==> config.mk <==
export PLATFORM = sky130hd
export DESIGN_NAME = lagd_fifo_sched
export DESIGN_NICKNAME = d
export VERILOG_FILES = /design/src/rtl/lagd_fifo_sched_pkg.sv /design/src/rtl/lagd_rr_arbiter.sv /design/src/rtl/lagd_fifo_sched.sv
export SDC_FILE = /design/constraint.sdc
export NUM_CORES = 1
export LEC_CHECK = 0
export CAP_MARGIN = 20
export CORE_MARGIN = 4
export CORE_UTILIZATION = 30
export DETAILED_ROUTE_END_ITERATION = 10
export MAX_ROUTING_LAYER = met4
export PLACE_DENSITY = 0.8
export SLEW_MARGIN = 0
export SYNTH_ARGS = -nofsm -noshare
export SYNTH_HDL_FRONTEND = slang
export SYNTH_SLANG_ARGS = --single-unit
==> constraint.sdc <==
create_clock -name clk_i -period 3.34 [get_ports clk_i]
set_input_delay 1.002 -clock clk_i [delete_from_list [all_inputs] [get_ports clk_i]]
set_output_delay 1.002 -clock clk_i [all_outputs]
set_load 0.01 [all_outputs]
==> src/rtl/lagd_fifo_sched_pkg.sv <==
// lagd_fifo_sched shared types
// FSM encoding and default sizes
package lagd_fifo_sched_pkg;

  typedef enum logic [1:0] {
    IDLE  = 2'd0,
    RUN   = 2'd1,
    DRAIN = 2'd2,
    FLUSH = 2'd3
  } sched_state_e;

  localparam int unsigned NumReqDefault   = 4;
  localparam int unsigned CntWidthDefault = 16;

endpackage

==> src/rtl/lagd_rr_arbiter.sv <==
// Round-robin arbiter with pointer register
// Search starts at the requester after the last winner
module lagd_rr_arbiter
  import lagd_fifo_sched_pkg::*;
#(
  parameter  int unsigned NUM_REQ = NumReqDefault,
  localparam int unsigned IdW =
    (NUM_REQ > 1) ? $clog2(NUM_REQ) : 1
) (
  input  logic               clk_i,
  input  logic               rst_i,
  input  logic               clear_i,
  input  logic [NUM_REQ-1:0] req_i,
  input  logic               gnt_en_i,
  output logic [NUM_REQ-1:0] gnt_o,
  output logic [IdW-1:0]     gnt_id_o,
  output logic               gnt_valid_o
);

  logic [IdW-1:0] ptr_q;

  function automatic logic [IdW-1:0] wrap_idx(
    input logic [IdW-1:0] base,
    input int unsigned    off
  );
    int unsigned s;
    s = 32'(base) + off;
    if (s >= NUM_REQ) s = s - NUM_REQ;
    return IdW'(s);
  endfunction

  // first valid requester at or after the pointer
  always_comb begin
    gnt_o       = '0;
    gnt_id_o    = '0;
    gnt_valid_o = 1'b0;
    if (gnt_en_i) begin
      for (int unsigned i = 0; i < NUM_REQ; i++) begin
        if (!gnt_valid_o && req_i[wrap_idx(ptr_q, i)]) begin
          gnt_valid_o = 1'b1;
          gnt_id_o    = wrap_idx(ptr_q, i);
        end
      end
      if (gnt_valid_o) gnt_o = NUM_REQ'(1) << gnt_id_o;
    end
  end

  // pointer moves past the winner on each accepted grant
  always_ff @(posedge clk_i) begin
    if (rst_i) begin
      ptr_q <= '0;
    end else if (clear_i) begin
      ptr_q <= '0;
    end else if (gnt_valid_o) begin
      if (gnt_id_o == IdW'(NUM_REQ - 1)) ptr_q <= '0;
      else ptr_q <= gnt_id_o + 1'b1;
    end
  end

endmodule

==> src/rtl/lagd_fifo_sched.sv <==
// Push arbiter and read stream in front of one FIFO
// Also sequences enable, drain and flush
module lagd_fifo_sched
  import lagd_fifo_sched_pkg::*;
#(
  parameter  int unsigned NUM_REQ    = NumReqDefault,
  parameter  int unsigned DATA_WIDTH = 32,
  parameter  int unsigned CNT_WIDTH  = CntWidthDefault,
  localparam int unsigned REQ_ID_W   =
    (NUM_REQ > 1) ? $clog2(NUM_REQ) : 1
) (
  input  logic                          clk_i,
  input  logic                          rst_i,
  input  logic                          en_i,
  input  logic                          flush_req_i,
  input  logic [NUM_REQ-1:0]            req_valid_i,
  input  logic [NUM_REQ-1:0]            req_skip_i,
  input  logic [NUM_REQ*DATA_WIDTH-1:0] req_data_i,
  output logic [NUM_REQ-1:0]            req_ready_o,
  output logic [REQ_ID_W-1:0]           grant_id_o,
  output logic                          fifo_push_o,
  output logic                          fifo_push_none_o,
  output logic [DATA_WIDTH-1:0]         fifo_data_o,
  input  logic                          fifo_full_i,
  input  logic                          fifo_empty_i,
  input  logic [DATA_WIDTH-1:0]         fifo_data_i,
  output logic                          fifo_pop_o,
  output logic                          fifo_flush_o,
  output logic                          out_valid_o,
  output logic [DATA_WIDTH-1:0]         out_data_o,
  input  logic                          out_ready_i,
  output logic [1:0]                    state_o,
  output logic [CNT_WIDTH-1:0]          push_cnt_o,
  output logic [CNT_WIDTH-1:0]          skip_cnt_o
);

  sched_state_e          state_q;
  logic                  gnt_en;
  logic                  gnt_valid;
  logic [NUM_REQ-1:0]    gnt;
  logic [REQ_ID_W-1:0]   gnt_id;

  function automatic logic [CNT_WIDTH-1:0] sat_inc(
    input logic [CNT_WIDTH-1:0] v
  );
    return (&v) ? v : v + 1'b1;
  endfunction

  // full is independent of pop in a non-fall-through FIFO
  assign gnt_en = (state_q == RUN) & ~fifo_full_i;

  lagd_rr_arbiter #(
    .NUM_REQ (NUM_REQ)
  ) u_arb (
    .clk_i       (clk_i),
    .rst_i       (rst_i),
    .clear_i     (state_q == FLUSH),
    .req_i       (req_valid_i),
    .gnt_en_i    (gnt_en),
    .gnt_o       (gnt),
    .gnt_id_o    (gnt_id),
    .gnt_valid_o (gnt_valid)
  );

  assign req_ready_o = gnt;
  assign grant_id_o  = gnt_id;
  assign fifo_push_o = gnt_valid;

  // steer the winner's data and skip flag to the FIFO
  always_comb begin
    fifo_data_o      = '0;
    fifo_push_none_o = 1'b0;
    for (int unsigned k = 0; k < NUM_REQ; k++) begin
      if (gnt[k]) begin
        fifo_data_o      = req_data_i[k*DATA_WIDTH +: DATA_WIDTH];
        fifo_push_none_o = req_skip_i[k];
      end
    end
  end

  assign out_valid_o  = ~fifo_empty_i &
                        ((state_q == RUN) | (state_q == DRAIN));
  assign out_data_o   = fifo_data_i;
  assign fifo_pop_o   = out_valid_o & out_ready_i;
  assign fifo_flush_o = (state_q == FLUSH);
  assign state_o      = state_q;

  // run-control FSM, flush request has priority
  always_ff @(posedge clk_i) begin
    if (rst_i) begin
      state_q <= IDLE;
    end else if (flush_req_i && state_q != FLUSH) begin
      state_q <= FLUSH;
    end else begin
      unique case (state_q)
        IDLE:  if (en_i) state_q <= RUN;
        RUN:   if (!en_i) state_q <= DRAIN;
        DRAIN: begin
          if (fifo_empty_i) state_q <= IDLE;
          else if (en_i) state_q <= RUN;
        end
        FLUSH: state_q <= IDLE;
      endcase
    end
  end

  // saturating push/skip statistics, cleared by flush
  always_ff @(posedge clk_i) begin
    if (rst_i) begin
      push_cnt_o <= '0;
      skip_cnt_o <= '0;
    end else if (state_q == FLUSH) begin
      push_cnt_o <= '0;
      skip_cnt_o <= '0;
    end else if (gnt_valid) begin
      push_cnt_o <= sat_inc(push_cnt_o);
      if (fifo_push_none_o) skip_cnt_o <= sat_inc(skip_cnt_o);
    end
  end

endmodule

; After elaboration in Yosys (flattened, before gate mapping)
; Index checks and enable logic that the tools add are counted.
[totals]
reg_bits = 36
input_bits = 175
output_inout_bits = 109
word_cells = 97
[classes]
add_sub_neg = 10
order_cmp = 8
n_eq_ne = 6
n_shift = 1
muxes = 47
bitwise = 8
n_reduce_logical = 13
[op_table]
columns = op, count
row1 = 32-bit two-way mux, 4
row2 = 2-bit two-way mux, 19
row3 = 16-bit by 1-bit adder with 16-bit output (second input constant), 2
row4 = 16-bit AND reduction, 2
row5 = 1-bit two-way mux, 17
row6 = 2-bit by 3-bit < comparator with 1-bit output (second input constant), 4
row7 = 3-bit greater-or-equal comparator (second input constant), 3
row8 = 1-bit binary-select mux with 2-bit select, 4
row9 = 4-bit two-way mux, 2
row10 = 2-bit one-hot mux with 4 select lines, 1
row11 = 2-bit by 1-bit subtractor with 2-bit output (second input constant), 4
row12 = 2-bit by 2-bit adder with 3-bit output (second input constant), 2
row13 = 2-bit == test (second input constant), 3
row14 = 1-bit logical AND, 4
row15 = 1-bit NOT, 4
row16 = 1-bit by 2-bit left shift with 4-bit output (first input constant), 1
row17 = 2-bit by 1-bit adder with 3-bit output (second input constant), 1
row18 = 1-bit AND, 3
row19 = 2-bit by 3-bit greater-or-equal comparator with 1-bit output (second input constant), 1
row20 = 1-bit zero test, 3
row21 = 3-bit by 2-bit != test with 1-bit output (second input constant), 1
row22 = 3-bit AND reduction, 1
row23 = 2-bit by 1-bit adder with 2-bit output (second input constant), 1
row24 = 2-bit by 1-bit == test with 1-bit output (second input constant), 1
row25 = 5 further kinds, 5

; Longest topological paths before layout
; Gate-level depths: netlist of the first run.
[depth]
word_depth = 27
depth_mapped = 10
ltp_nobuf = 10

; Hierarchy
; A second synthesis of the first run with hierarchy kept.
[hier_totals]
hier_cells = 446
hier_area_um2 = 3084.2
[by_module_without_submodules]
columns = module, instances, cells_each, area_each_um2, seq_area_each_um2
row1 = lagd_fifo_sched, 1, 419, 2880.3, 680.7
row2 = lagd_rr_arbiter, 1, 27, 203.9, 40.0

; Worst setup path after synthesis of the first run
; No wires, ideal clock.
[synth_timing]
kind = in2out
startpoint = input req_valid_i[2]
endpoint = output fifo_data_o[10]
arrival_time_ns = 2.633
t_required_ns = 2.338
setup_slack_ns = -0.295
stages = 8
n_path_buf = 3
path_cell_list = nor2b_2 -> o21ai_1 -> and3_1 -> buf_6 -> buf_2 -> buf_2 -> mux2i_1 -> a211oi_1
[synth_between]
elab_chain_cells = 23
elab_cells_between_ends = 34
cone_classes = shift: 1 / mux: 27 / reduce/logical: 6
[synth_lines]
columns = item, line
row1 = "start, declared", lagd_fifo_sched.sv:16  ; input logic [NUM_REQ-1:0] req_valid_i,
row2 = 1-bit binary-select mux with 2-bit select, lagd_rr_arbiter.sv:39  ; if (!gnt_valid_o && req_i[wrap_idx(ptr_q, i)]) begin
row3 = 1-bit two-way mux (implied by the code), lagd_rr_arbiter.sv:39
row4 = 1-bit two-way mux, lagd_rr_arbiter.sv:39
row5 = 1-bit two-way mux, lagd_rr_arbiter.sv:37  ; if (gnt_en_i) begin
row6 = 1-bit zero test, lagd_rr_arbiter.sv:39
row7 = 1-bit logical AND, lagd_rr_arbiter.sv:39
row8 = 1-bit two-way mux, lagd_rr_arbiter.sv:39
row9 = 1-bit two-way mux, lagd_rr_arbiter.sv:37
row10 = [... 5 more ...], -
row11 = 1-bit logical AND, lagd_rr_arbiter.sv:39
row12 = 2-bit two-way mux, lagd_rr_arbiter.sv:39
row13 = 2-bit two-way mux, lagd_rr_arbiter.sv:37
row14 = 1-bit by 2-bit left shift with 4-bit output, lagd_rr_arbiter.sv:44  ; if (gnt_valid_o) gnt_o = NUM_REQ'(1) << gnt_id_o;
row15 = 4-bit two-way mux (*), lagd_rr_arbiter.sv:44
row16 = 4-bit two-way mux (*), lagd_rr_arbiter.sv:37
row17 = 32-bit two-way mux (3 in series), lagd_fifo_sched.sv:74  ; if (gnt[k]) begin
row18 = 32-bit two-way mux (*), lagd_fifo_sched.sv:74
row19 = "end, declared", lagd_fifo_sched.sv:23  ; output logic [DATA_WIDTH-1:0] fifo_data_o,
; Mark *: on every way between the ends. The rest lies on a longest branch, timed or not. The select of a mux whose other input is x is not followed.

; Worst setup path after layout of the first run
[layout_timing]
startpoint = input req_valid_i[2]
endpoint = output fifo_data_o[13]
; The elaborated chain is that of the path after synthesis.

==> metrics.md, run 1 <==
| Metric | Value |
|---|---|
| Wire length on met3 | `978 um` |
| Height of the die | `113.5 um` |
| CTS H-Tree Depth | `2` |
| Initial antenna violation count | `1` |
| Final count of negative-setup-slack endpoints | `38` |
| Worst-margin pin slew | `0.5861 ns` |
| Top_reg_cell synth | `sky130_fd_sc_hd__dfxtp_1` |
| Total power density per cell area | `231.6 nW/um^2` |
| Data arrival time at the worst-slack endpoint | `2.62 ns` |
| Root buffer selected by CTS | `sky130_fd_sc_hd__clkbuf_8` |
| Achievable frequency | `276.1 MHz` |
| Most prevalent standard cell on the critical path | `sky130_fd_sc_hd__buf_6` |
| Number of max-slew violations in the final report | `0` |
| Area taken by multi-input logic gates | `2859 um^2` |
| Overall via count from detail_route | `4,065` |
| Most frequent cell after synthesis | `sky130_fd_sc_hd__nor2_1` |
| Remaining antenna violation count after routing | `0` |
| Library cell contributing the largest single delay on the critical path | `sky130_fd_sc_hd__mux2_4` |
| Top cell types by occurrence after synthesis | `sky130_fd_sc_hd__nor2_1, sky130_fd_sc_hd__dfxtp_1, sky130_fd_sc_hd__mux2i_1` |
| Global routing usage summed across all routing layers | `0.2222` |
| Total placed cells including tap cells | `752` |
| Worst clock skew | `0.004396 ns` |
| Hold WC Path Type | `flop to flop` |
| Max-cap violation count | `0` |
| Number of filler cells placed in the layout | `881` |
| Average size of a mapped cell | `8.011 um^2` |
| Final Instance Count excl. Fillers | `792` |
| Number of DRC violations after detailed-routing iteration 0 | `175` |
| Setup repair after global routing missed its margin | `yes` |
| Pwr Total | `1.555 mW` |
| Netlist area before placement | `3341 um^2` |
| Routed wirelength normalized by instance count | `18.93 um` |
| Cell taking the most area after synthesis | `sky130_fd_sc_hd__dfxtp_1` |
| Deepest clock path buffer count | `2` |
| Post-Synthesis Cells | `417` |
| Longest individual stage delay on the worst path | `0.32 ns` |
| Violations in the final reports | `setup timing` |
| Max-slew headroom at the worst pin | `0.6057` |
| Result of the run | `complete, but fails checks` |
| Total routed wirelength | `14,990 um` |
| Met2 WL | `7578 um` |
| DR pass1 iterations | `4` |
| Placeable core area | `10,890 um^2` |
| Total nets after synthesis | `599` |
| Synth Warn # | `0` |
| Via-per-instance ratio | `5.133` |
| Worst-case setup margin in the final layout | `-0.2814 ns` |
| Clock transition at the registers of the reported paths | `0.07 ns` |
| Std cell rows | `38` |
| Fraction of layout instances using a drive strength above 1 | `0.3656` |
| Leftover overflow at the end of global routing | `0` |
| Number of sinks on the clock net | `36` |
| Area share of the largest cell type after synthesis | `0.2157` |
| Lkg Pwr | `2.710 nW` |
| Share of the clock period used by the worst path | `1.084` |
| # port buffers | `219` |
| Number of distinct library cells after synthesis | `48` |
| Die X | `113.5 um` |
| Die ar. | `12,890 um^2` |
| Register area share after synthesis | `0.2157` |
| Sum of routed wire segments on met1 | `5951 um` |
| Sequential cell area | `720.7 um^2` |
| Required time of the critical path | `2.34 ns` |
| Crit. End Element | `output pin` |
| Clock tree from TritonCTS | `done` |
| Number of enable flip-flop cells after synthesis | `0` |
| Cells along the critical path | `buf_8 > nor2b_4 > o21ai_2 > and3_4 > buf_6 > buf_6 > buf_12 > mux2_4 > nor2_4 > a211oi_2 > buf_2` |
| Maximum vdd ir drop | `0.1495 mV` |
| Count of nets after finishing | `832` |
| TritonCTS buffer count | `5` |
| Initial cell density of the core | `0.3068` |
| GPL Wtd Cong | `0.9367` |
| Count of pins on the block boundary | `284` |
| Path type of the worst setup path | `input pin to output pin` |
| Number of hold-slack violations in the final timing report | `0` |
| Worst-path fanout max | `7` |
| Type of origin of the critical path | `input pin` |
| Core occupancy in the finished layout | `0.6169` |
| CTS Hold Buffers Added | `0` |
| Cell types occupying the most area after synthesis | `sky130_fd_sc_hd__dfxtp_1, sky130_fd_sc_hd__mux2_2, sky130_fd_sc_hd__mux2i_1, sky130_fd_sc_hd__a211oi_1, sky130_fd_sc_hd__buf_4` |
| Dpl hpwl | `10,350 um` |
| Wire length of the first global-routing pass | `22,490 um` |
| Number of global-route vias before repair | `4,385` |
| Fin crit period | `3.621 ns` |
| DRC errors left | `0` |
| Highest metal layer used by the detailed router | `met4` |
| Largest net degree at the start of global routing | `31` |
| Register bit total from synthesis | `36` |
| Synth async-reset ratio | `0` |
| Clock insertion delay at the later pin of the skew report | `0.28 ns` |
| Area grow syn2layout | `101.0%` |
==> per-layer routing <==
layer  GRT usage  vias to the layer above
met4     0.07292                        0
met5           -                        -
met2      0.3789                      155
li1            -                     1934
met3     0.05040                       50
met1      0.2582                     1926
==> sequential cells by signal, indices dropped and copies added, names as in the netlist <==
name	cells
skip_cnt_o	16
state_o	2
u_arb.ptr_q	2
push_cnt_o	16
==> logic make-up (layout without fill, tap and decap cells) <==
logic type,after synthesis,in the layout,share of synthesized area
adder cells (fa/ha/maj),7,7,0.02622
AO/OA/AOI/OAI,72,72,0.1599
flip-flops,36,36,0.2157
XOR/XNOR,17,17,0.04457
multiplexers,67,67,0.2142
AND/OR/NAND/NOR,150,150,0.2217
buffers and inverters,68,302,0.1176
other,0,1,0
==> where the power goes <==
| part | internal [mW] | total, mW | switching, mW |
|---|---|---|---|
| Sequential | 0.434 | 0.442 | 0.00776 |
| Clock | 0.168 | 0.320 | 0.152 |
| Combinational | 0.471 | 0.793 | 0.322 |
| Total | 1.07 | 1.56 | 0.482 |
==> placed cells by master (no fill, tap or decap), types with 6 or more instances in the layout <==
master                            synthesis  routed
sky130_fd_sc_hd__nand3_1                 10      10
sky130_fd_sc_hd__buf_2                    8      37
sky130_fd_sc_hd__a21oi_1                 11      10
sky130_fd_sc_hd__nand4_1                 12      12
sky130_fd_sc_hd__buf_6                    1      15
sky130_fd_sc_hd__clkbuf_8                 0       6
sky130_fd_sc_hd__clkdlybuf4s50_1          0     175
sky130_fd_sc_hd__nand2_1                 23      23
sky130_fd_sc_hd__a211oi_2                 1      29
sky130_fd_sc_hd__dfxtp_1                 36      36
sky130_fd_sc_hd__inv_1                   10      10
sky130_fd_sc_hd__a31oi_1                  6       6
sky130_fd_sc_hd__buf_16                   0       8
sky130_fd_sc_hd__mux2_4                   1      29
sky130_fd_sc_hd__xor2_1                  13      13
sky130_fd_sc_hd__and3_1                   9       6
sky130_fd_sc_hd__ha_1                     7       7
sky130_fd_sc_hd__mux2i_1                 34      27
sky130_fd_sc_hd__buf_12                   0       7
sky130_fd_sc_hd__nor2_4                   0      26
sky130_fd_sc_hd__nor2_1                  62      31
sky130_fd_sc_hd__buf_4                   32      32
==> through the flow <==
stage               worst slack [ns]  hold WS [ns]  TNS [ns]  area, um^2
global placement              -1.102        0.4707    -38.33        5817
floorplan                   0.005895        0.4637         0        3518
detailed placement            -1.184        0.4848    -40.93        5817
CTS                          -0.3166        0.4942    -8.510        6656
finish                       -0.2814        0.4989    -7.081        6716
global route                 -0.3242        0.5544    -9.416        6716
==> worst paths after layout <==
kind	startpoint	to	slack, ns	cells past startpoint
worst max-delay path	req_valid_i[2]	fifo_data_o[13]	-0.28	11
worst min-delay path	skip_cnt_o[14]	skip_cnt_o[14]	0.50	2
worst max register to register	u_arb.ptr_q[0]	skip_cnt_o[12]	0.74	11
worst min register to register	skip_cnt_o[14]	skip_cnt_o[14]	0.50	2
==> cell type report <==
cell class                      instances  area share
Antenna cell                            1   0.0003726
Inverter                               11    0.006706
Multi-Input combinational cell        313      0.4257
Timing Repair Buffer                  283      0.4205
Sequential cell                        36      0.1073
Tap cell                              140     0.02608
Clock buffer                            8     0.01341
==> critical path: cells and delay by family <==
kind	cells	cell delay, ns
AOI/OAI and AO/OA	2	0.21
buffers and inverters	5	0.61
muxes	1	0.32
and+or+nand+nor	3	0.47
==> timing repair <==
| action | 4_1_cts | 5_1_grt |
|---|---|---|
| gates cloned | 7 | 1 |
| setup endpoints to repair | 40 | 39 |
| setup buffers | 26 | 1 |
| pin swaps | 56 | 13 |
| resized for setup | 310 | 23 |
(Power assumes the default switching activity.)
==> run 2, diff against run 1 <==
SETUP_SLACK_MARGIN = 0.02   (was default)
==> metrics.md, run 2 (same netlist as run 1, synthesis figures left out) <==
| Metric | Value |
|---|---|
| Setup repair after global routing missed its margin | `yes` |
| Violations in the final reports | `setup timing` |
| Max-slew headroom at the worst pin | `0.5690 (-0.03661)` |
| Worst-case setup margin in the final layout | `-0.3351 ns (-0.05369 ns)` |
| Worst Hold Slack | `0.5025 ns (+0.003645 ns)` |
| Std cell rows | `38 (unchanged)` |
| TritonCTS buffer count | `5 (unchanged)` |
| Placeable core area | `10,890 um^2 (unchanged)` |
| Top library cells by usage in the layout, fill and taps aside | `sky130_fd_sc_hd__clkdlybuf4s50_1, sky130_fd_sc_hd__buf_4, sky130_fd_sc_hd__dfxtp_1` |
| Largest regs | `push_cnt_o (16), skip_cnt_o (16)` |
| Flop2flop setup slack | `0.68 ns (-0.06 ns)` |
| Die ar. | `12,890 um^2 (unchanged)` |
| Hold WC Path Type | `flop to flop` |
| Height of the die | `113.5 um (unchanged)` |
| Global routing usage summed across all routing layers | `0.2304 (+0.008207)` |
| Die X | `113.5 um (unchanged)` |
| Commonest non-fill, non-tap cell in the layout | `sky130_fd_sc_hd__clkdlybuf4s50_1` |
| Leftover overflow at the end of global routing | `0 (unchanged)` |
| Worst-path fanout max | `5 (-2)` |
| Number of filler cells placed in the layout | `886 (+0.57%)` |
| Count of nets after finishing | `857 (+3.0%)` |
| Final count of negative-setup-slack endpoints | `35 (-7.9%)` |
| Overall via count from detail_route | `4,225 (+3.9%)` |
| Fraction of layout instances using a drive strength above 1 | `0.3979 (+0.03234)` |
| Clock transition at the registers of the reported paths | `0.07 ns (about the same)` |
| Via-per-instance ratio | `5.178 (+0.88%)` |
| GPL Wtd Cong | `0.8941 (-4.5%)` |
| Achievable frequency | `272.1 MHz (-1.5%)` |
| Area grow syn2layout | `109.9%` |
| Crit. End Element | `output pin` |
| Root buffer selected by CTS | `sky130_fd_sc_hd__clkbuf_8` |
| Total routed wirelength | `15,760 um (+5.1%)` |
| Number of diodes | `0 (-1)` |
| Area taken by multi-input logic gates | `2900 um^2 (+1.4%)` |
| Core occupancy in the finished layout | `0.6440 (+0.02712)` |
| Maximum vdd ir drop | `0.1937 mV (+30%)` |
| Clock tree from TritonCTS | `done` |
| Share of the clock period used by the worst path | `1.100 (+0.01608)` |
| Lkg Pwr | `2.869 nW (+5.9%)` |
| Number of hold-slack violations in the final timing report | `0 (unchanged)` |
| Deepest clock path buffer count | `2 (unchanged)` |
| Result of the run | `complete, but fails checks` |
| Initial cell density of the core | `0.3068 (unchanged)` |
| Pwr Total | `1.596 mW (+2.6%)` |
| Count of pins on the block boundary | `284 (unchanged)` |
| Remaining antenna violation count after routing | `0 (unchanged)` |
| DRC errors left | `0 (unchanged)` |
| Largest net degree at the start of global routing | `31 (unchanged)` |
| Placed Instance Area | `5967 um^2 (+2.6%)` |
| Total power density per cell area | `227.7 nW/um^2 (-1.7%)` |
| Clock insertion delay at the later pin of the skew report | `0.28 ns (about the same)` |
| Worst-margin pin slew | `0.6405 ns (+0.05441 ns)` |
| Path type of the worst setup path | `input pin to output pin` |
| Max-cap violation count | `0 (unchanged)` |
| Type of origin of the critical path | `input pin` |
| Worst clock skew | `0.002575 ns (-0.001821 ns)` |
| Number of sinks on the clock net | `36 (unchanged)` |
| Required time of the critical path | `2.34 ns (about the same)` |
| Number of global-route vias before repair | `4,461 (+1.7%)` |
| Data arrival time at the worst-slack endpoint | `2.67 ns (+0.05 ns)` |
| Sequential cell area | `720.7 um^2 (unchanged)` |
| Wire length of the first global-routing pass | `23,170 um (+3.0%)` |
| Fin crit period | `3.675 ns (+0.05369 ns)` |
| CTS H-Tree Depth | `2 (unchanged)` |
| Initial antenna violation count | `0 (-1)` |
| Number of DRC violations after detailed-routing iteration 0 | `173 (-1.1%)` |
| Final Instance Area | `7012 um^2 (+4.4%)` |
| Dpl hpwl | `10,930 um (+5.6%)` |
| # port buffers | `219 (unchanged)` |
| Routed wirelength normalized by instance count | `19.31 um (+2.0%)` |
| Number of max-slew violations in the final report | `0 (unchanged)` |
| DR pass1 iterations | `4 (unchanged)` |
[run 2: timing repair]
item | 4_1_cts | 5_1_grt
endpoints found under the setup margin | 42 | 40
hold buffers | 0 | 0
resized for setup | 299 | 62
pin swaps | 44 | 40
buffers inserted | 22 | 10
cloned | 12 | 1
[run 2: per-layer routing]
metal | part of all wire | global-route usage | vias up
li1 | - | - | 1981
met1 | 0.38 | 0.2519 | 2037
met2 | 0.55 | 0.4236 | 163
met3 | 0.045 | 0.03448 | 44
met4 | 0.031 | 0.07853 | 0
met5 | 0 | - | -
[run 2: metrics by stage]
stage,instances,setup TNS (ns),setup WS (ns)
floorplan,417,0,0.02095
global placement,767,-40.18,-1.091
detailed placement,767,-42.80,-1.122
CTS,809,-7.124,-0.3070
global route,816,-8.234,-0.3161
finish,816,-6.607,-0.3351
[run 2: final timing paths]
| path | startpoint | end | cells past startpoint |
|---|---|---|---|
| max reg2reg | u_arb.ptr_q[0] | skip_cnt_o[10] | 12 |
| max | req_valid_i[3] | fifo_data_o[2] | 11 |
| min | skip_cnt_o[1] | skip_cnt_o[1] | 2 |
| min reg2reg | skip_cnt_o[1] | skip_cnt_o[1] | 2 |
[run 2: critical path, stage by stage]
cell and delay [ns]:
sky130_fd_sc_hd__buf_4 0.15, sky130_fd_sc_hd__nor2_4 0.14, sky130_fd_sc_hd__nand2_2 0.08, sky130_fd_sc_hd__and3_4 0.21, sky130_fd_sc_hd__buf_6 0.12, sky130_fd_sc_hd__buf_6 0.11
sky130_fd_sc_hd__buf_6 0.12, sky130_fd_sc_hd__mux2_4 0.20, sky130_fd_sc_hd__nor2_2 0.04, sky130_fd_sc_hd__a211oi_2 0.29, sky130_fd_sc_hd__buf_2 0.20
[run 2: power breakdown]
part           total (mW)  internal (mW)  switching [mW]
clock network       0.316          0.168           0.148
registers           0.443          0.434         0.00832
logic               0.838          0.503           0.335
total                1.60           1.11           0.491
[run 2: final cells by class]
class / instances / share of cell area
Timing Repair Buffer: 306 / 0.4397
Sequential cell: 36 / 0.1028
Inverter: 11 / 0.006067
Tap cell: 140 / 0.02498
Clock buffer: 8 / 0.01285
Multi-Input combinational cell: 315 / 0.4136
==> run 3, diff against run 2 <==
CAP_MARGIN = default   (was 20)
CORE_AREA = 4 4 108 110   (was default)
CORE_MARGIN = default   (was 4)
CORE_UTILIZATION = default   (was 30)
DIE_AREA = 0 0 112 114   (was default)
DONT_BUFFER_PORTS = 1   (was default)
PLACE_DENSITY = 0.47   (was 0.8)
==> metrics.md, run 3 (same netlist as run 1, synthesis figures left out) <==
| Metric | Value |
|---|---|
| Result of the run | `complete, but fails checks` |
| Violations in the final reports | `setup timing` |
| Die ar. | `12,770 um^2 (-0.93%)` |
| Worst-path fanout max | `7 (+2)` |
| Clock insertion delay at the later pin of the skew report | `0.30 ns (+0.02 ns)` |
| Count of pins on the block boundary | `284 (unchanged)` |
| Required time of the critical path | `2.34 ns (about the same)` |
| Sequential cell area | `720.7 um^2 (unchanged)` |
| Remaining antenna violation count after routing | `0 (unchanged)` |
| Pwr Total | `1.222 mW (-23%)` |
| Number of max-slew violations in the final report | `0 (unchanged)` |
| Number of global-route vias before repair | `3,103 (-30%)` |
| Fin crit period | `3.378 ns (-0.2973 ns)` |
| Path type of the worst setup path | `input pin to output pin` |
| Global routing usage summed across all routing layers | `0.1807 (-0.04962)` |
| Routed wirelength normalized by instance count | `21.63 um (+12%)` |
| Hold WC Path Type | `flop to flop` |
| Leftover overflow at the end of global routing | `0 (unchanged)` |
| Via-per-instance ratio | `5.590 (+8.0%)` |
| Fraction of layout instances using a drive strength above 1 | `0.4161 (+0.01815)` |
| GPL Wtd Cong | `0.8375 (-6.3%)` |
| Data arrival time at the worst-slack endpoint | `2.38 ns (-0.29 ns)` |
| Global-route track usage on met2 | `0.3078 (-0.1159)` |
| Area grow syn2layout | `26.82%` |
| Lkg Pwr | `1.614 nW (-44%)` |
| Number of sinks on the clock net | `36 (unchanged)` |
| Routing layer with the top usage in global route | `met2` |
| Share of the clock period used by the worst path | `1.011 (-0.08901)` |
| DR pass1 iterations | `4 (unchanged)` |
| Clock tree from TritonCTS | `done` |
| Deepest clock path buffer count | `2 (unchanged)` |
| Worst-case setup margin in the final layout | `-0.03778 ns (+0.2973 ns)` |
| Total power density per cell area | `288.6 nW/um^2 (+27%)` |
| Overall via count from detail_route | `3,147 (-26%)` |
| Setup repair after global routing missed its margin | `yes` |
| Achievable frequency | `296.1 MHz (+8.8%)` |
| Hold path start | `u_arb.ptr_q[0]` |
| Clock transition at the registers of the reported paths | `0.07 ns (about the same)` |
| Met1 capacity usage during global routing | `0.2074 (-0.04460)` |
| Worst-margin pin slew | `0.8855 ns (+0.2450 ns)` |
| DRC errors left | `0 (unchanged)` |
| Number of DRC violations after detailed-routing iteration 0 | `125 (-28%)` |
| Final count of negative-setup-slack endpoints | `5 (-86%)` |
| Placeable core area | `10,700 um^2 (-1.7%)` |
| Initial cell density of the core | `0.3123 (+0.005455)` |
| Largest regs | `push_cnt_o (16), skip_cnt_o (16)` |
| Dpl hpwl | `9223 um (-16%)` |
| Critical register-to-register path startpoint | `state_o[1]` |
| Commonest non-fill, non-tap cell in the layout | `sky130_fd_sc_hd__nor2_1` |
| TritonCTS buffer count | `5 (unchanged)` |
| Largest net degree at the start of global routing | `31 (unchanged)` |
| Max-cap violation count | `0 (unchanged)` |
| Die X | `112 um (-1.3%)` |
| Number of filler cells placed in the layout | `1,099 (+24%)` |
| Type of origin of the critical path | `input pin` |
| Initial antenna violation count | `0 (unchanged)` |
| Number of hold-slack violations in the final timing report | `0 (unchanged)` |
| Post-Place Worst Slack | `-0.1980 ns (+0.9237 ns)` |
| Worst clock skew | `0.005172 ns (+0.002596 ns)` |
| CTS Hold Buffers Added | `0 (unchanged)` |
| Max-slew headroom at the worst pin | `0.4075 (-0.1616)` |
| # port buffers | `0 (-100%)` |
| Number of diodes | `0 (unchanged)` |
| Met3 usage in global routing | `0.04509 (+0.01061)` |
| Beginning of the critical path | `req_valid_i[0]` |
| Total routed wirelength | `12,180 um (-23%)` |
| Wire length of the first global-routing pass | `17,800 um (-23%)` |
| Crit. End Element | `output pin` |
| Height of the die | `114 um (+0.42%)` |
| Count of nets after finishing | `604 (-30%)` |
| CTS H-Tree Depth | `2 (unchanged)` |
| Top library cells by usage in the layout, fill and taps aside | `sky130_fd_sc_hd__nor2_1, sky130_fd_sc_hd__dfxtp_1, sky130_fd_sc_hd__buf_4` |
| Root buffer selected by CTS | `sky130_fd_sc_hd__clkbuf_8` |
| Maximum vdd ir drop | `0.2274 mV (+17%)` |
| Std cell rows | `38 (unchanged)` |
| Area taken by multi-input logic gates | `2708 um^2 (-6.6%)` |
-- run 3: where the power goes --
part | switching (mW) | internal (mW) | leakage, nW | total (mW)
Combinational | 0.226 | 0.224 | 1.27 | 0.450
Sequential | 0.0107 | 0.434 | 0.291 | 0.445
Clock | 0.163 | 0.165 | 0.0510 | 0.327
Total | 0.399 | 0.823 | 1.61 | 1.22
-- run 3: repair_timing --
item                                    in CTS  in global routing
endpoints found under the setup margin      33                 38
pin swaps                                   22                 16
setup buffers                                8                  1
endpoints found under the hold margin        0                  0
gates resized for setup                     48                 46
gates cloned                                 3                  1
-- run 3: final cells by class --
cell class	instances	area share
multi-input cells	315	0.6391
flip-flops and latches	36	0.1701
repair buffers	53	0.1178
well taps	140	0.04135
clock buffers	6	0.01949
inverters	11	0.009746
clock inverters	2	0.002363
-- run 3: final timing paths --
path	slack, ns	to	depth (start not counted)
max	-0.04	fifo_data_o[29]	7
min	0.55	u_arb.ptr_q[0]	2
max reg2reg	0.69	skip_cnt_o[8]	12
min reg2reg	0.55	u_arb.ptr_q[0]	2
-- run 3: worst max-delay path, stage by stage --
cell and delay [ns]:
sky130_fd_sc_hd__nor2b_4 0.11, sky130_fd_sc_hd__o21ai_4 0.21, sky130_fd_sc_hd__and3_4 0.34, sky130_fd_sc_hd__buf_8 0.16
sky130_fd_sc_hd__mux2i_2 0.08, sky130_fd_sc_hd__a211oi_2 0.30, sky130_fd_sc_hd__buf_4 0.17
-- run 3: through the flow --
stage | hold slack [ns] | TNS [ns] | instance area [um^2] | util | cells
5_1_grt | 0.5998 | -1.172 | 4237 | 0.3960 | 563
4_1_cts | 0.5458 | -0.5195 | 4049 | 0.3785 | 561
2_1_floorplan | 0.4637 | 0 | 3522 | - | 417
6_report | 0.5503 | -0.06977 | 4237 | 0.3960 | 563
3_3_place_gp | 0.4993 | -3.621 | 3667 | 0.3428 | 542
3_5_place_dp | 0.5113 | -4.621 | 3667 | 0.3428 | 542
-- run 3: per-layer routing --
layer	part of all wire	vias to the layer above	routed length [um]
met5	0	-	0
met2	0.52	147	6383
li1	-	1472	-
met1	0.38	1505	4665
met3	0.070	23	847
met4	0.023	0	280
==> RTL change, RTL diff (settings of run 3) <==
Set the package constant `NumReqDefault` to 2 (it was 4).
--- a/src/rtl/lagd_fifo_sched_pkg.sv
+++ b/src/rtl/lagd_fifo_sched_pkg.sv
@@ -10,5 +10,5 @@
   } sched_state_e;
 
-  localparam int unsigned NumReqDefault   = 4;
+  localparam int unsigned NumReqDefault   = 2;
   localparam int unsigned CntWidthDefault = 16;
 
Interface: changed (5 resized); port bits go from 284 to 213. The function was not compared with the original's and may differ.
==> RTL change against run 3 <==
Synthesized cell count decreased by 28%. Clock skew is 3.0 ps lower. Sequential cell count fell by 1. Setup slack improved by 360 ps. Fmax up 12%. Count of clock-buffer cells in the layout grew 2. Final cell count decreased by 27%. Routed wire length is 36% lower. Hold slack lost 19 ps. Synthesized area shrank 24%. Cell area down 39%. Sequential share of layout area up 10 points. Critical path type unchanged. Largest cell class unchanged. Highest routed layer unchanged.
Power is not compared: it rests on default switching activity, and its combinational part moved more than twofold at a synthesized area within 25%.
==> RTL change: results (changes against run 3) <==
stage;metric;value;unit;change
status;status;completed;;
global_route;grt_start_max_net_pins;35;;+13%
global_route;use_met3;4.24;%;-0.27 points
sta;setup_viol;0;;-5
final_layout;num_antenna_cells;0;;unchanged
clock_network;cts_buffer_depth;2;;unchanged
clock_network;htreeDepth;2;;unchanged
setup_path;path_delay_family;simple AND/OR/NAND/NOR gates;;
placement;dp_hpwl;6160;µm;-33%
pwr;p_leak;0.916;nW;
sta;slew_headroom;68.7;%;+28 points
global_route;grt_pass1_vias;1927;;-38%
global_route;grt_antenna_before_repair;0;;unchanged
global_route;grt_use_total;11.2;%;-6.9 points
route;wl;7760;µm;-36%
sta;fin_worst_skew;2.20;ps;-2.97 ps
setup_path;crit_arrival;2010;ps;-370 ps
setup_path;reg2reg_to;push_cnt_o[13];;
setup_path;crit_fanout;33;;+26
synth;synth_area_leaders;dfxtp_1 28%, a22o_1 11%, buf_4 9.5%;;
setup_path;rr_worst_depth;8;;-4
route;drt_first_iter_violations;190;;+52%
sta;fin_ws;326;ps;+364 ps
global_route;met1_usage;16.0;%;-4.7 points
clock_network;clk_latency;280;ps;-20 ps
global_route;grt_first_pass_wirelength;11000;µm;-38%
placement;place_ws;208;ps;+406 ps
setup_path;endpoint;fifo_data_o[19];;
global_route;grtUsageMet2;14.9;%;-16 points
sta;hold_ws;531;ps;-19.2 ps
final_layout;drive_gt1_share;10.7;%;-31 points
route;wl_per_cell;18.8;µm;-13%
synth;syn_nets;415;;-31%
setup_path;reg2reg_slack;1120;ps;+430 ps
setup_path;crit_start;fifo_full_i;;
synth;avgSynthCellArea;8.37;µm²;+4.5%
placement;placed_cells;404;;-25%
final_layout;fin_nets;384;;-36%
setup_path;worstReg2RegStart;state_o[0];;
route;vias;2247;;-29%
setup_path;crit_slowest_cell;nor3b_2;;
setup_path;cpPeakStageDelay;270;ps;-70 ps
synth;synth.distinct_cells;58;;+21%
placement;globalplace.congestion;0.774;;-7.6%
synth;synth_common_cells;35 x dfxtp_1, 32 x a22o_1, 32 x buf_4, 19 x nor2_1, 18 x nand2_1;;
final_layout;fillers;1171;;+6.6%
synth;ys_seq_area_share;27.7;%;+6.1 points
RTL change: cell count changes in the layout (fill, tap and decap cells not counted), sizes merged, moves of 5 or more:
cell and delta:
mux2 -33, buf -48, nand2 -5, o21ai +6, mux2i -29, or3 +7
nor2 -43, o211ai +5, xor2 -8, a22o +32, a211oi -32
RTL change: final cells by class:
| type | instances | share of cell area, % |
|---|---|---|
| multi-input combinational | 214 | 58.4 |
| sequential | 35 | 27.1 |
| clock buffer | 8 | 3.87 |
| inverter | 10 | 1.45 |
| timing repair buffer | 5 | 2.42 |
| tap | 140 | 6.78 |
RTL change: worst min-delay path by stage:
stage,from,endpoint,depth (start not counted)
after floorplan,u_arb.ptr_q,u_arb.ptr_q,2
after global placement,u_arb.ptr_q,u_arb.ptr_q,2
after detailed placement,u_arb.ptr_q,u_arb.ptr_q,2
after CTS,u_arb.ptr_q,u_arb.ptr_q,2
after global routing,u_arb.ptr_q,u_arb.ptr_q,2
final,u_arb.ptr_q,u_arb.ptr_q,2
RTL change: kinds of logic after synthesis:
group,after synthesis,share of synthesized area (%)
flops,35,27.7
xor+xnor,6,2.08
fa+ha+maj,6,2.97
mux,5,1.98
compound gates,86,26.4
simple gates,111,25.8
buf+inv,53,13.0
RTL change: through the flow:
| step | instance area (µm²) | util, % |
|---|---|---|
| finish | 2580 | 24.2 |
| global route | 2580 | 24.2 |
| CTS | 2580 | 24.1 |
| detailed placement | 2480 | 23.2 |
| global placement | 2480 | 23.2 |
| floorplan | 2530 | - |
RTL change: what timing repair did:
item / 4_1_cts / 5_1_grt
hold buffers: 0 / 0
gates resized for setup: 0 / 1
buffers inserted: 0 / 0
hold endpoints to repair: 0 / 0
setup endpoints to repair: 0 / 1
RTL change: metal layers:
metal | share of wire (%) | up-vias
li1 | - | 1049
met2 | 45 | 82
met1 | 47 | 1110
met3 | 7.7 | 6
met5 | 0 | -
met4 | 0.63 | 0
RTL change: worst register-to-register path, cell delays in order (launching register included):
cell,delay [ps]
dfxtp_1,450
ha_1,260
nand2b_2,180
or2_4,320
clkinv_1,110
buf_4,180
and4_1,290
a21oi_1,90
a211oi_1,250
RTL change: where the power goes:
part	switching [W]	internal [W]
Clock	0.000153	0.000188
Combinational	0.0000615	0.0000375
Sequential	0.00000808	0.000422
Total	0.000223	0.000647
